## config.mk

```make
export PLATFORM = sky130hd
export DESIGN_NAME = bwn_pe_ctrl
export DESIGN_NICKNAME = d
export VERILOG_FILES = /design/src/rtl/bwn_pe_ctrl.sv
export SDC_FILE = /design/constraint.sdc
export NUM_CORES = 1
export LEC_CHECK = 0
export ABC_AREA = 0
export CORE_MARGIN = 1.5
export CORE_UTILIZATION = 40
export CTS_CLUSTER_SIZE = 25
export DETAILED_ROUTE_END_ITERATION = 7
export GPL_TIMING_DRIVEN = 0
export HOLD_SLACK_MARGIN = 0.08
export PLACE_DENSITY = 0.76
export SETUP_SLACK_MARGIN = 0.3
export SLEW_MARGIN = 5
export SYNTH_ARGS = -nofsm -noshare
export SYNTH_HDL_FRONTEND = slang
export SYNTH_SLANG_ARGS = --single-unit
```

## constraint.sdc

```tcl
create_clock -name clk -period 2.6 [get_ports clk]
set_clock_uncertainty 0.05 [all_clocks]
set_input_delay 0.52 -clock clk [delete_from_list [all_inputs] [get_ports clk]]
set_output_delay 0.52 -clock clk [all_outputs]
set_load 0.005 [all_outputs]
```

## src/rtl/bwn_pe_ctrl.sv

```systemverilog
// Sequencer for a binary-weight PE array. It streams one input vector to all PEs,
// captures their results and drains them one word at a time over a valid/ready port.
module bwn_pe_ctrl #(
    parameter int INPUT_SIZE = 226,
    parameter int NUM_PE     = 8,
    parameter int D_WL       = 16,
    parameter int AW         = 8,
    localparam int IW        = (NUM_PE > 1) ? $clog2(NUM_PE) : 1
) (
    input  logic                   clk,
    input  logic                   rst_n,
    input  logic                   start,
    output logic                   rd_en,
    output logic [AW-1:0]          rd_addr,
    output logic                   pe_in_valid,
    input  logic                   pe_ready,
    input  logic                   pe_o_valid,
    input  logic [NUM_PE*D_WL-1:0] pe_d,
    output logic [D_WL-1:0]        out_data,
    output logic [IW-1:0]          out_idx,
    output logic                   out_valid,
    input  logic                   out_ready,
    output logic                   busy,
    output logic                   done,
    output logic                   err,
    output logic [7:0]             pass_cnt
);

    // state | meaning
    // IDLE  | waiting for start with PE0 ready
    // FEED  | issuing INPUT_SIZE memory reads
    // WAIT  | waiting for PE o_valid, bounded by a timeout
    // DRAIN | presenting buffered results, one per handshake
    typedef enum logic [1:0] {S_IDLE, S_FEED, S_WAIT, S_DRAIN} state_t;

    localparam logic [AW-1:0] ADDR_LAST = AW'(INPUT_SIZE - 1);
    localparam logic [IW-1:0] IDX_LAST  = IW'(NUM_PE - 1);

    state_t          state_q, state_d;
    logic [AW-1:0]   addr_q;
    logic            in_valid_q;
    logic [1:0]      tmr_q;
    logic [IW-1:0]   idx_q;
    logic [D_WL-1:0] buf_q [NUM_PE];
    logic [7:0]      pass_q;
    logic            done_q;
    logic            err_q;
    logic            capture;
    logic            timeout;
    logic            last_hs;

    always_comb begin
        state_d   = state_q;
        rd_en     = 1'b0;
        out_valid = 1'b0;
        capture   = 1'b0;
        timeout   = 1'b0;
        last_hs   = 1'b0;
        case (state_q)
            S_IDLE: begin
                if (start && pe_ready) state_d = S_FEED;
            end
            S_FEED: begin
                rd_en = 1'b1;
                if (addr_q == ADDR_LAST) state_d = S_WAIT;
            end
            S_WAIT: begin
                if (pe_o_valid) begin
                    capture = 1'b1;
                    state_d = S_DRAIN;
                end else if (!in_valid_q && tmr_q == 2'd1) begin
                    timeout = 1'b1;
                    state_d = S_DRAIN;
                end
            end
            S_DRAIN: begin
                out_valid = 1'b1;
                if (out_ready && idx_q == IDX_LAST) begin
                    last_hs = 1'b1;
                    state_d = S_IDLE;
                end
            end
            default: state_d = S_IDLE;
        endcase
    end

    always_ff @(posedge clk or negedge rst_n) begin
        if (!rst_n) begin
            state_q    <= S_IDLE;
            addr_q     <= '0;
            in_valid_q <= 1'b0;
            tmr_q      <= 2'd3;
            idx_q      <= '0;
            pass_q     <= '0;
            done_q     <= 1'b0;
            err_q      <= 1'b0;
        end else begin
            state_q    <= state_d;
            in_valid_q <= rd_en;
            done_q     <= last_hs;
            if (state_q == S_FEED && addr_q != ADDR_LAST) addr_q <= addr_q + 1'b1;
            else                                          addr_q <= '0;
            // Timeout window opens once the last in_valid has gone by.
            if (state_q != S_WAIT)               tmr_q <= 2'd3;
            else if (!in_valid_q && !pe_o_valid) tmr_q <= tmr_q - 2'd1;
            if (out_valid && out_ready) idx_q <= (idx_q == IDX_LAST) ? '0 : idx_q + 1'b1;
            if (last_hs) pass_q <= pass_q + 8'd1;
            if (timeout || (pe_o_valid && (state_q == S_FEED || in_valid_q))) err_q <= 1'b1;
        end
    end

    always_ff @(posedge clk or negedge rst_n) begin
        if (!rst_n) begin
            for (int i = 0; i < NUM_PE; i++) buf_q[i] <= '0;
        end else if (capture) begin
            for (int i = 0; i < NUM_PE; i++) buf_q[i] <= pe_d[i*D_WL +: D_WL];
        end
    end

    assign rd_addr     = addr_q;
    assign pe_in_valid = in_valid_q;
    assign out_data    = out_valid ? buf_q[idx_q] : '0;
    assign out_idx     = idx_q;
    assign busy        = (state_q != S_IDLE);
    assign done        = done_q;
    assign err         = err_q;
    assign pass_cnt    = pass_q;

endmodule

```

==> key figures, run 1 <==
Run status
  – Status: finished with violations
  – Failing checks: negative setup slack

Run
  – Max-cap violation count: 0

GRT
  – Largest net degree at the start of global routing: 80
  – First-pass GRT wire length: 27,600 um
  – Number of global-route vias before repair: 5,067
  – Grt ovf: 0
  – Total track usage: 20.5%
  – Antenna violations before repair: 2

Clock network
  – Clock buffer depth: 2
  – Clock latency at the later pin of the worst-skew pair: 420 ps
  – Root Driver: clkbuf_16
  – CTS tree: yes
  – Clock Pin Slew Worst Setup and Hold Paths: 60 ps
  – Hold Buf Count CTS: 0
  – Sinks on the clock net: roughly 150
  – TritonCTS Buffers: 17
  – Htree depth: 4

Power and ir drop
  – Peak supply drop: 0.473 mV
  – Power Density: 517 nW/um^2
  – Share of power burned in registers: 46.6%
  – Internal: 0.00405 W
  – Switching part of the total: a little over a fifth
  – Tot Pwr: 0.00514 W
  – Clock power frac: 48.3%
  – Gate power share: 5.1%
  – Leak: 4.60 nW
  – Switch Pwr: roughly 0.0011 W

Critical path
  – Arr. time, crit path: 2090 ps
  – Worst Setup Start Kind: flop
  – CP Data Required Time: 2030 ps
  – CP endpoint kind: primary output
  – Crit-path max FO: 6
  – Worst Reg-to-Reg Cells: 7
  – Setup CP Type: reg2out

Hold path
  – Hold Path Class: in2async

Finish
  – Synth-to-Final Area Change: 41.6%
  – Final Non-Filler Cells: 912
  – Multi-input gate area: approximately 3000 sq um
  – Share of cells above drive strength 1: between 30% and 40%
  – Register area: 3860 sq um
  – Final nets: 816
  – FILL cells: roughly 1,300

Yosys
  – Syn_area_per_cell: 15.4 sq um
  – Ys async rst share: 100%
  – Synth unique cells: 31
  – Syn Std Cell Area: 7020 sq um
  – Syn. warnings: 0
  – Yosys reg bits: 154
  – Mapped Nets: 601
  – Synth Instances: 457
  – Sequential share of the synthesized area: 55.0%
  – Dominant synthesized flop cell: dfrtp_1
  – Post-synth EDFFs: 0

Floorplan
  – I/O pin count: between 150 and 200
  – Chip width: 135 um
  – Initial Utilization: roughly 40%
  – DIE AREA: 18,300 sq um
  – Core Rows: 48
  – Core area: 17,200 sq um
  – Die height: 135 um

Route
  – DRC viols: 0
  – Antenna Nets Post-Route: 0
  – Via count: 4,593
  – Detail-routed via count per cell: 5.04
  – Final wirelength: 18,000 um
  – DRT Pass-1 Iters: 5
  – DR WL/cell: between 15 and 20 um
  – Iteration-0 DRC count of the detailed router: 143

STA
  – Hold Fails Final Rpt: 0
  – Achievable Freq: 0.376 GHz
  – Final setup vio count: 11
  – Fin worst setup slack: -61.0 ps
  – Worst slew pin tran: roughly 730 ps
  – Final min period: 2660 ps
  – Final Max Tran Viols: 0
  – Final period util: 102%
  – Final Hold Slack: 71.8 ps
  – RSZ-0062 raised after global routing: true
  – Slew margin rel.: 51.3%

Placement
  – Worst slack at placement: -167 ps
  – GP Congestion: 0.802
  – IO Port Bufs: 174
  – DP HPWL: 13,000 um
  – Placed cell count: 857
[layout by cell type (no fill, tap or decap), types with 3 or more instances in the layout]
cell / Yosys / final
clkdlybuf4s50_1: 0 / 156
dfrtp_1: 152 / 151
mux2_2: 130 / 130
mux4_2: 32 / 32
buf_2: 17 / 26
mux2i_1: 17 / 17
nor2b_1: 17 / 17
clkbuf_16: 0 / 17
nand2_1: 11 / 11
buf_4: 5 / 11
nor2_1: 10 / 10
buf_6: 0 / 10
nand3_1: 8 / 8
xnor2_1: 8 / 8
ha_1: 10 / 8
inv_1: 8 / 7
clkbuf_4: 0 / 5
buf_12: 0 / 4
xor2_1: 4 / 4
o21ai_0: 4 / 4
inv_6: 0 / 3
clkinv_2: 0 / 3
clkinvlp_4: 0 / 3
buf_16: 0 / 3
buf_8: 0 / 3
[Yosys cell counts, drive strengths merged (8+ instances only)]
cell	number	share of area [%]
nor2	10	0.54
nand3	8	0.57
mux2i	17	2.4
nand2	12	0.68
nor2b	17	1.5
xnor2	8	1.0
mux4	32	10
ha	10	1.8
buf	22	1.7
inv	8	0.43
dfrtp	152	54
mux2	131	21
[repair_timing]
| action | 4_1_cts | 5_1_grt |
|---|---|---|
| setup buffers | 14 | 5 |
| resized for setup | 95 | 11 |
| cloned | 2 | 0 |
| hold endpoints to repair | 0 | 0 |
| endpoints found under the setup margin | 17 | 19 |
[per-layer routing]
metal	global-route usage [%]	share of wire [%]
met1	25.1	40
met2	35.6	52
met3	4.23	5.6
met4	8.12	2.5
met5	0	0
[critical path: stages, from the launching register on]
cell     delay, ps
dfrtp_1        370
buf_6          180
buf_12         130
buf_6           90
mux4_2         530
mux2i_1        160
nor2b_1         80
buf_2          130
[power groups by stage]
stage               registers (W)   logic (W)  clock network (W)
finish                    0.00240    0.000262            0.00248
global route              0.00239    0.000282            0.00264
CTS                       0.00240    0.000267            0.00254
detailed placement        0.00244    0.000266                  0
global placement          0.00244    0.000256                  0
floorplan                 0.00244  0.00000280                  0
[path summary, 6_finish.rpt]
kind	slack (ps)	to	from
setup / recovery	-60	out_data[3]	out_idx[0]
hold / removal	70	rd_addr[7]	rst_n
setup reg to reg	400	buf_q[67]	state_q[0]
hold reg to reg	430	pass_cnt[7]	pass_cnt[7]
max in group asynchronous	1580	buf_q[40]	rst_n
min in group clk	430	pass_cnt[7]	pass_cnt[7]
[logic make-up (layout without fill, tap and decap cells)]
family,count (synthesis),after routing,share of synthesized area [%]
flops,154,154,55.0
compound gates,11,11,1.21
fa+ha+maj,10,10,1.78
mux,180,180,33.8
simple gates,56,56,4.37
xor+xnor,12,12,1.50
buf+inv,34,262,2.39
other cells,0,2,0
[state kept, by name, summed over array words and instances, names as in the netlist]
| name | cells |
|---|---|
| buf_q | 128 |
| done | 1 |
| err | 1 |
| out_idx | 3 |
| pass_cnt | 8 |
| pe_in_valid | 1 |
| rd_addr | 8 |
| state_q | 2 |
| tmr_q | 2 |
[layout make-up]
cell class                      instances  share of cell area [%]
Buffer                                 26                    2.12
Inverter                                8                   0.302
Antenna cell                            2                  0.0504
Multi-Input combinational cell        269                    30.3
Tap cell                              225                    2.83
Sequential cell                       154                    38.8
Clock buffer                           19                    4.56
Clock inverter                         13                    1.42
Timing Repair Buffer                  196                    19.6
[stage by stage]
stage	setup TNS, ps	instance area, sq um	util, %
CTS	-540	9860	57.2
detailed placement	-1690	9070	52.6
global route	-1670	9930	57.6
global placement	-767510	9040	52.4
finish	-465	9930	57.6
floorplan	0	7020	-
Power figures use the tool's default switching activity.
==> run 2, diff against run 1 <==
DONT_BUFFER_PORTS = 1   (was not set)
PLACE_DENSITY = 0.63   (was 0.76)
==> key figures, run 2 (synthesized netlist as in run 1, its figures left out) <==
Route
  – Detail-routed via count per cell: 5.38 (+6.8%)
  – DR WL/cell: 23.6 um (+20%)
  – Antenna Nets Post-Route: 0 (unchanged)
  – Final wirelength: 17,000 um (-5.5%)
  – Via count: 3,879 (-16%)
  – DRC viols: 0 (unchanged)
  – DRT Pass-1 Iters: 4 (-1)
  – Iteration-0 DRC count of the detailed router: 198 (+38%)

Placement
  – GP Congestion: 0.810 (+1.0%)
  – Placed cell count: 682 (-20%)
  – DP HPWL: 12,500 um (-4.3%)
  – IO Port Bufs: 0 (-100%)

Clock network
  – TritonCTS Buffers: 17 (unchanged)
  – Clock Pin Slew Worst Setup and Hold Paths: 60 ps (about the same)
  – Sinks on the clock net: 154 (unchanged)
  – CTS tree: yes
  – Htree depth: 4 (unchanged)
  – Clock latency at the later pin of the worst-skew pair: 420 ps (about the same)
  – Root Driver: clkbuf_16
  – Clock buffer depth: 2 (unchanged)

Run
  – Max-cap violation count: 0 (unchanged)

GRT
  – Grt ovf: 0 (unchanged)
  – Largest net degree at the start of global routing: 155 (+94%)
  – Total track usage: 19.0% (-1.5 points)
  – Antenna violations before repair: 3 (+1)
  – First-pass GRT wire length: 25,000 um (-9.1%)
  – Number of global-route vias before repair: 4,324 (-15%)

Floorplan
  – DIE AREA: 18,300 sq um (unchanged)
  – Initial Utilization: 40.7% (unchanged)
  – Core area: 17,200 sq um (unchanged)
  – Die height: 135 um (unchanged)
  – Chip width: 135 um (unchanged)
  – I/O pin count: 175 (unchanged)
  – Core Rows: 48 (unchanged)

Critical path
  – Most used cell, CP: buf_12
  – Setup CP Type: reg2out
  – Max incr delay on CP: 550 ps (+20 ps)
  – Crit-path max FO: 8 (+2)
  – CP endpoint kind: primary output
  – Worst R2R Start: state_q[0]
  – Worst Setup Start Kind: flop
  – CP Data Required Time: 2030 ps (about the same)
  – Slowest CP cell: mux4_2
  – Arr. time, crit path: 1980 ps (-110 ps)
  – Reg2reg setup slack: 440 ps (+40 ps)
  – Critical path launch point: out_idx[0]
  – CP cell instances: buf_12 > buf_12 > mux4_2 > mux2i_2 > nor2b_2
  – Critical R2R Capture: buf_q[100]
  – Worst Reg-to-Reg Cells: 6 (-1)

Power and ir drop
  – Tot Pwr: 0.00493 W (-4.1%)
  – Peak supply drop: 0.509 mV (+7.5%)
  – Leak: 3.80 nW (-17%)
  – Power Density: 609 nW/um^2 (+18%)

Finish
  – Commonest cells after routing, fill and taps aside: dfrtp_1 (151), mux2_2 (130), mux4_2 (32)
  – Share of cells above drive strength 1: 47.2% (+8.0 points)
  – Final Non-Filler Cells: 721 (-21%)
  – Top reg by flops: buf_q
  – Util after Layout: 46.9% (-11 points)
  – Commonest non-fill, non-tap cell in the layout: dfrtp_1
  – Synth-to-Final Area Change: 15.3%
  – Register area: 3860 sq um (unchanged)
  – Multi-input gate area: 3000 sq um (-0.29%)
  – FILL cells: 1,485 (+10%)
  – Final nets: 625 (-23%)
  – Max reg flops: 128 (unchanged)

STA
  – Final setup vio count: 0 (-11)
  – Slew margin rel.: 71.8% (+20 points)
  – Worst slew pin tran: 424 ps (-306 ps)
  – Hold Fails Final Rpt: 154 (+154)
  – Final min period: 2550 ps (-113 ps)
  – Achievable Freq: 0.392 GHz (+4.4%)
  – RSZ-0062 raised after global routing: true
  – Final period util: 98.0% (-4.3 points)
  – Final Max Tran Viols: 0 (unchanged)
  – Final Hold Slack: -255 ps (-327 ps)

Hold path
  – Hold Path Class: in2async

Run status
  – Failing checks: negative hold slack
  – Status: finished with violations
==> run 2: cell count changes in the layout (fill, tap and decap cells not counted), moves of 2 or more <==
cell	previous run	this run
clkdlybuf4s50_1	156	0
buf_2	26	14
buf_6	10	1
buf_4	11	5
clkbuf_4	5	0
buf_8	3	0
clkbuf_8	2	5
buf_16	3	1
clkbuf_16	17	19
clkinv_2	3	1
ha_1	8	10
==> run 2: routing by layer <==
| layer | track usage (%) | vias up | share of wire, % |
|---|---|---|---|
| met1 | 22.1 | 2050 | 40 |
| met5 | 0 | - | 0.077 |
| met3 | 6.40 | 24 | 5.7 |
| li1 | - | 1708 | - |
| met2 | 33.1 | 95 | 52 |
| met4 | 6.21 | 2 | 2.2 |
==> run 2: worst max path at each step <==
stage              endpoint  cells past startpoint  slack [ps]
6_report        out_data[5]                      5          50
3_3_place_gp    out_data[5]                      5          60
3_5_place_dp    out_data[5]                      5          50
2_1_floorplan   out_data[3]                      5         580
5_1_grt        out_data[11]                      5         -30
4_1_cts         out_data[5]                      5           8
==> run 2: timing repair <==
item | CTS | global route
buffers inserted | 2 | 0
setup endpoints to repair | 16 | 16
gates resized for setup | 23 | 2
cloned | 1 | 2
hold endpoints to repair | 154 | 154
==> run 2: cell type report <==
type	instances	share of cell area, %
diodes	2	0.0619
plain buffers	26	2.61
clock buffers	21	5.94
clock inverters	11	1.64
inverters	8	0.371
multi-input cells	269	37.1
flip-flops and latches	154	47.7
well taps	225	3.48
repair buffers	5	1.14
==> run 2: report_power, final <==
group / internal, W / switching (W)
Combinational: 0.00000253 / 0.000000343
Sequential: 0.00240 / 0
Clock: 0.00153 / 0.000996
==> run 2: critical path: cells and delay by family (launching register included) <==
family        cells  cell delay (ps)
mux               2              730
flops             1              430
buf+inv           2              320
simple gates      1               80
==> run 2: through the flow <==
| step | setup slack, ps | instance area [sq um] | TNS, ps |
|---|---|---|---|
| 2_1_floorplan | 583 | 7020 | 0 |
| 6_report | 51.8 | 8090 | 0 |
| 5_1_grt | -31.6 | 8090 | -82.0 |
| 3_5_place_dp | 45.0 | 7300 | 0 |
| 4_1_cts | 7.64 | 8030 | 0 |
| 3_3_place_gp | 60.6 | 7300 | 0 |
==> run 3, diff against run 2 <==
CORE_UTILIZATION = 30   (was 40)
PLACE_DENSITY = 0.53   (was 0.63)
==> key figures, run 3 (synthesized netlist as in run 1, its figures left out) <==
STA
  – Worst slew pin tran: 425 ps (+1.57 ps)
  – Hold Fails Final Rpt: 154 (unchanged)
  – Slew margin rel.: 71.7% (-0.10 points)
  – Final min period: 2570 ps (+24.4 ps)
  – RSZ-0062 raised after global routing: true
  – Final setup vio count: 0 (unchanged)
  – Final period util: 98.9% (+0.94 points)
  – Final Max Tran Viols: 0 (unchanged)
  – Achievable Freq: 0.389 GHz (-0.95%)
  – Final Hold Slack: -252 ps (+3.16 ps)

Clock network
  – Clock Pin Slew Worst Setup and Hold Paths: 60 ps (about the same)
  – Sinks on the clock net: 154 (unchanged)
  – Htree depth: 4 (unchanged)
  – TritonCTS Buffers: 17 (unchanged)
  – CTS tree: yes
  – Root Driver: clkbuf_16
  – Clock latency at the later pin of the worst-skew pair: 410 ps (about the same)
  – Clock buffer depth: 2 (unchanged)

Finish
  – Final Non-Filler Cells: 811 (+12%)
  – Share of cells above drive strength 1: 48.9% (+1.7 points)
  – Top reg by flops: buf_q
  – Commonest non-fill, non-tap cell in the layout: dfrtp_1
  – Final instance area: 8270 sq um (+2.2%)
  – Max reg flops: 128 (unchanged)
  – Commonest cells after routing, fill and taps aside: dfrtp_1 (151), mux2_2 (130), mux4_2 (32)
  – Register area: 3860 sq um (unchanged)
  – Final nets: 626 (+0.16%)
  – Multi-input gate area: 3020 sq um (+0.79%)
  – Synth-to-Final Area Change: 17.9%
  – FILL cells: 2,158 (+45%)

Route
  – Via count: 3,877 (-0.052%)
  – Detail-routed via count per cell: 4.78 (-11%)
  – DRT Pass-1 Iters: 4 (unchanged)
  – DR WL/cell: 23.1 um (-2.0%)
  – Antenna Nets Post-Route: 0 (unchanged)
  – Iteration-0 DRC count of the detailed router: 162 (-18%)
  – Final wirelength: 18,700 um (+10%)
  – DRC viols: 0 (unchanged)

Floorplan
  – Die height: 156 um (+15%)
  – Chip width: 156 um (+15%)
  – Core area: 22,800 sq um (+32%)
  – Core Rows: 55 (+15%)
  – DIE AREA: 24,300 sq um (+33%)
  – Initial Utilization: 30.8% (-9.9 points)
  – I/O pin count: 175 (unchanged)

Placement
  – IO Port Bufs: 0 (unchanged)
  – DP HPWL: 13,800 um (+10%)
  – Placed cell count: 770 (+13%)
  – Placed Instance Area: 7410 sq um (+1.5%)
  – GP Congestion: 0.800 (-1.2%)

GRT
  – GRT met2 Usage: 26.7% (-6.4 points)
  – Number of global-route vias before repair: 4,373 (+1.1%)
  – Grt ovf: 0 (unchanged)
  – GRT busiest layer: met2
  – First-pass GRT wire length: 27,800 um (+11%)
  – Total track usage: 16.0% (-3.0 points)
  – Met1 usage: 19.4% (-2.6 points)
  – Largest net degree at the start of global routing: 155 (unchanged)
  – GRT met3 Usage: 5.72% (-0.68 points)
  – Antenna violations before repair: 5 (+2)

Critical path
  – CP Data Required Time: 2030 ps (about the same)
  – Crit-path max FO: 7 (-1)
  – Critical path launch point: out_idx[0]
  – Worst Reg-to-Reg Cells: 6 (unchanged)
  – CP endpoint kind: primary output
  – Critical R2R Capture: buf_q[71]
  – Setup CP Type: reg2out
  – Worst R2R Start: state_q[0]
  – Worst Setup Start Kind: flop
  – Arr. time, crit path: 2000 ps (+20 ps)
  – Crit path capture: out_data[1]
  – Reg2reg setup slack: 450 ps (about the same)

Power and ir drop
  – Peak supply drop: 0.412 mV (-19%)
  – Power Density: 624 nW/um^2 (+2.4%)
  – Leak: 3.82 nW (+0.49%)

Hold path
  – Hold Path Class: in2async

Run status
  – Failing checks: negative hold slack
  – Status: finished with violations

Run
  – Max-cap violation count: 0 (unchanged)
## run 3: cell types whose count changed in the layout (fill, tap and decap cells not counted), sizes merged
cell and change:
clkinv +1, bufinv +3, inv -4, buf +2, clkbuf -2, clkinvlp -1, diode +3
## run 3: layer usage
layer | share of wire [%] | vias to the layer above | wire length [um]
li1 | - | 1720 | -
met1 | 42 | 2027 | 7790
met2 | 51 | 115 | 9540
met3 | 6.2 | 13 | 1170
met4 | 1.1 | 2 | 214
met5 | 0.037 | - | 7
## run 3: repair_timing
item	CTS	global route
endpoints found under the hold margin	154	154
gates cloned	2	0
endpoints found under the setup margin	86	16
buffers inserted	4	0
resized for setup	32	7
## run 3: layout make-up
class | count | area share (%)
repair buffers | 6 | 1.12
plain buffers | 26 | 2.57
diodes | 5 | 0.151
flip-flops and latches | 154 | 46.7
well taps | 313 | 4.74
inverters | 8 | 0.363
clock inverters | 10 | 2.33
multi-input cells | 269 | 36.5
clock buffers | 20 | 5.52
## run 3: worst min path at each step
stage | startpoint | to
after floorplan | rst_n | buf_q[0]
after global placement | rst_n | rd_addr[0]
after detailed placement | rst_n | rd_addr[1]
after CTS | rst_n | buf_q[115]
after global routing | rst_n | rd_addr[3]
final | rst_n | rd_addr[1]
## run 3: stage by stage
step	power, W	utilization [%]	worst slack, ps	TNS (ps)	hold WS, ps
floorplan	0.00244	-	583	0	174
global placement	0.00244	32.5	73.9	0	180
detailed placement	0.00244	32.5	104	0	179
CTS	0.00524	36.1	-7.28	-7.54	-281
global route	0.00533	36.3	-49.3	-371	-281
finish	0.00516	36.3	27.4	0	-252
## run 3: critical path, cell delays in order (launching register included)
cell     delay [ps]
dfrtp_2         420
buf_12          170
buf_6           110
buf_6           100
mux4_2          510
mux2i_1         180
nor2b_2          90
## run 3: report_power, final
group	total (W)	internal [W]	leakage, nW	switching [W]
Combinational	0.00000288	0.00000253	1.40	0.000000341
Clock	0.00276	0.00175	0.312	0.00100
Sequential	0.00240	0.00240	2.11	0
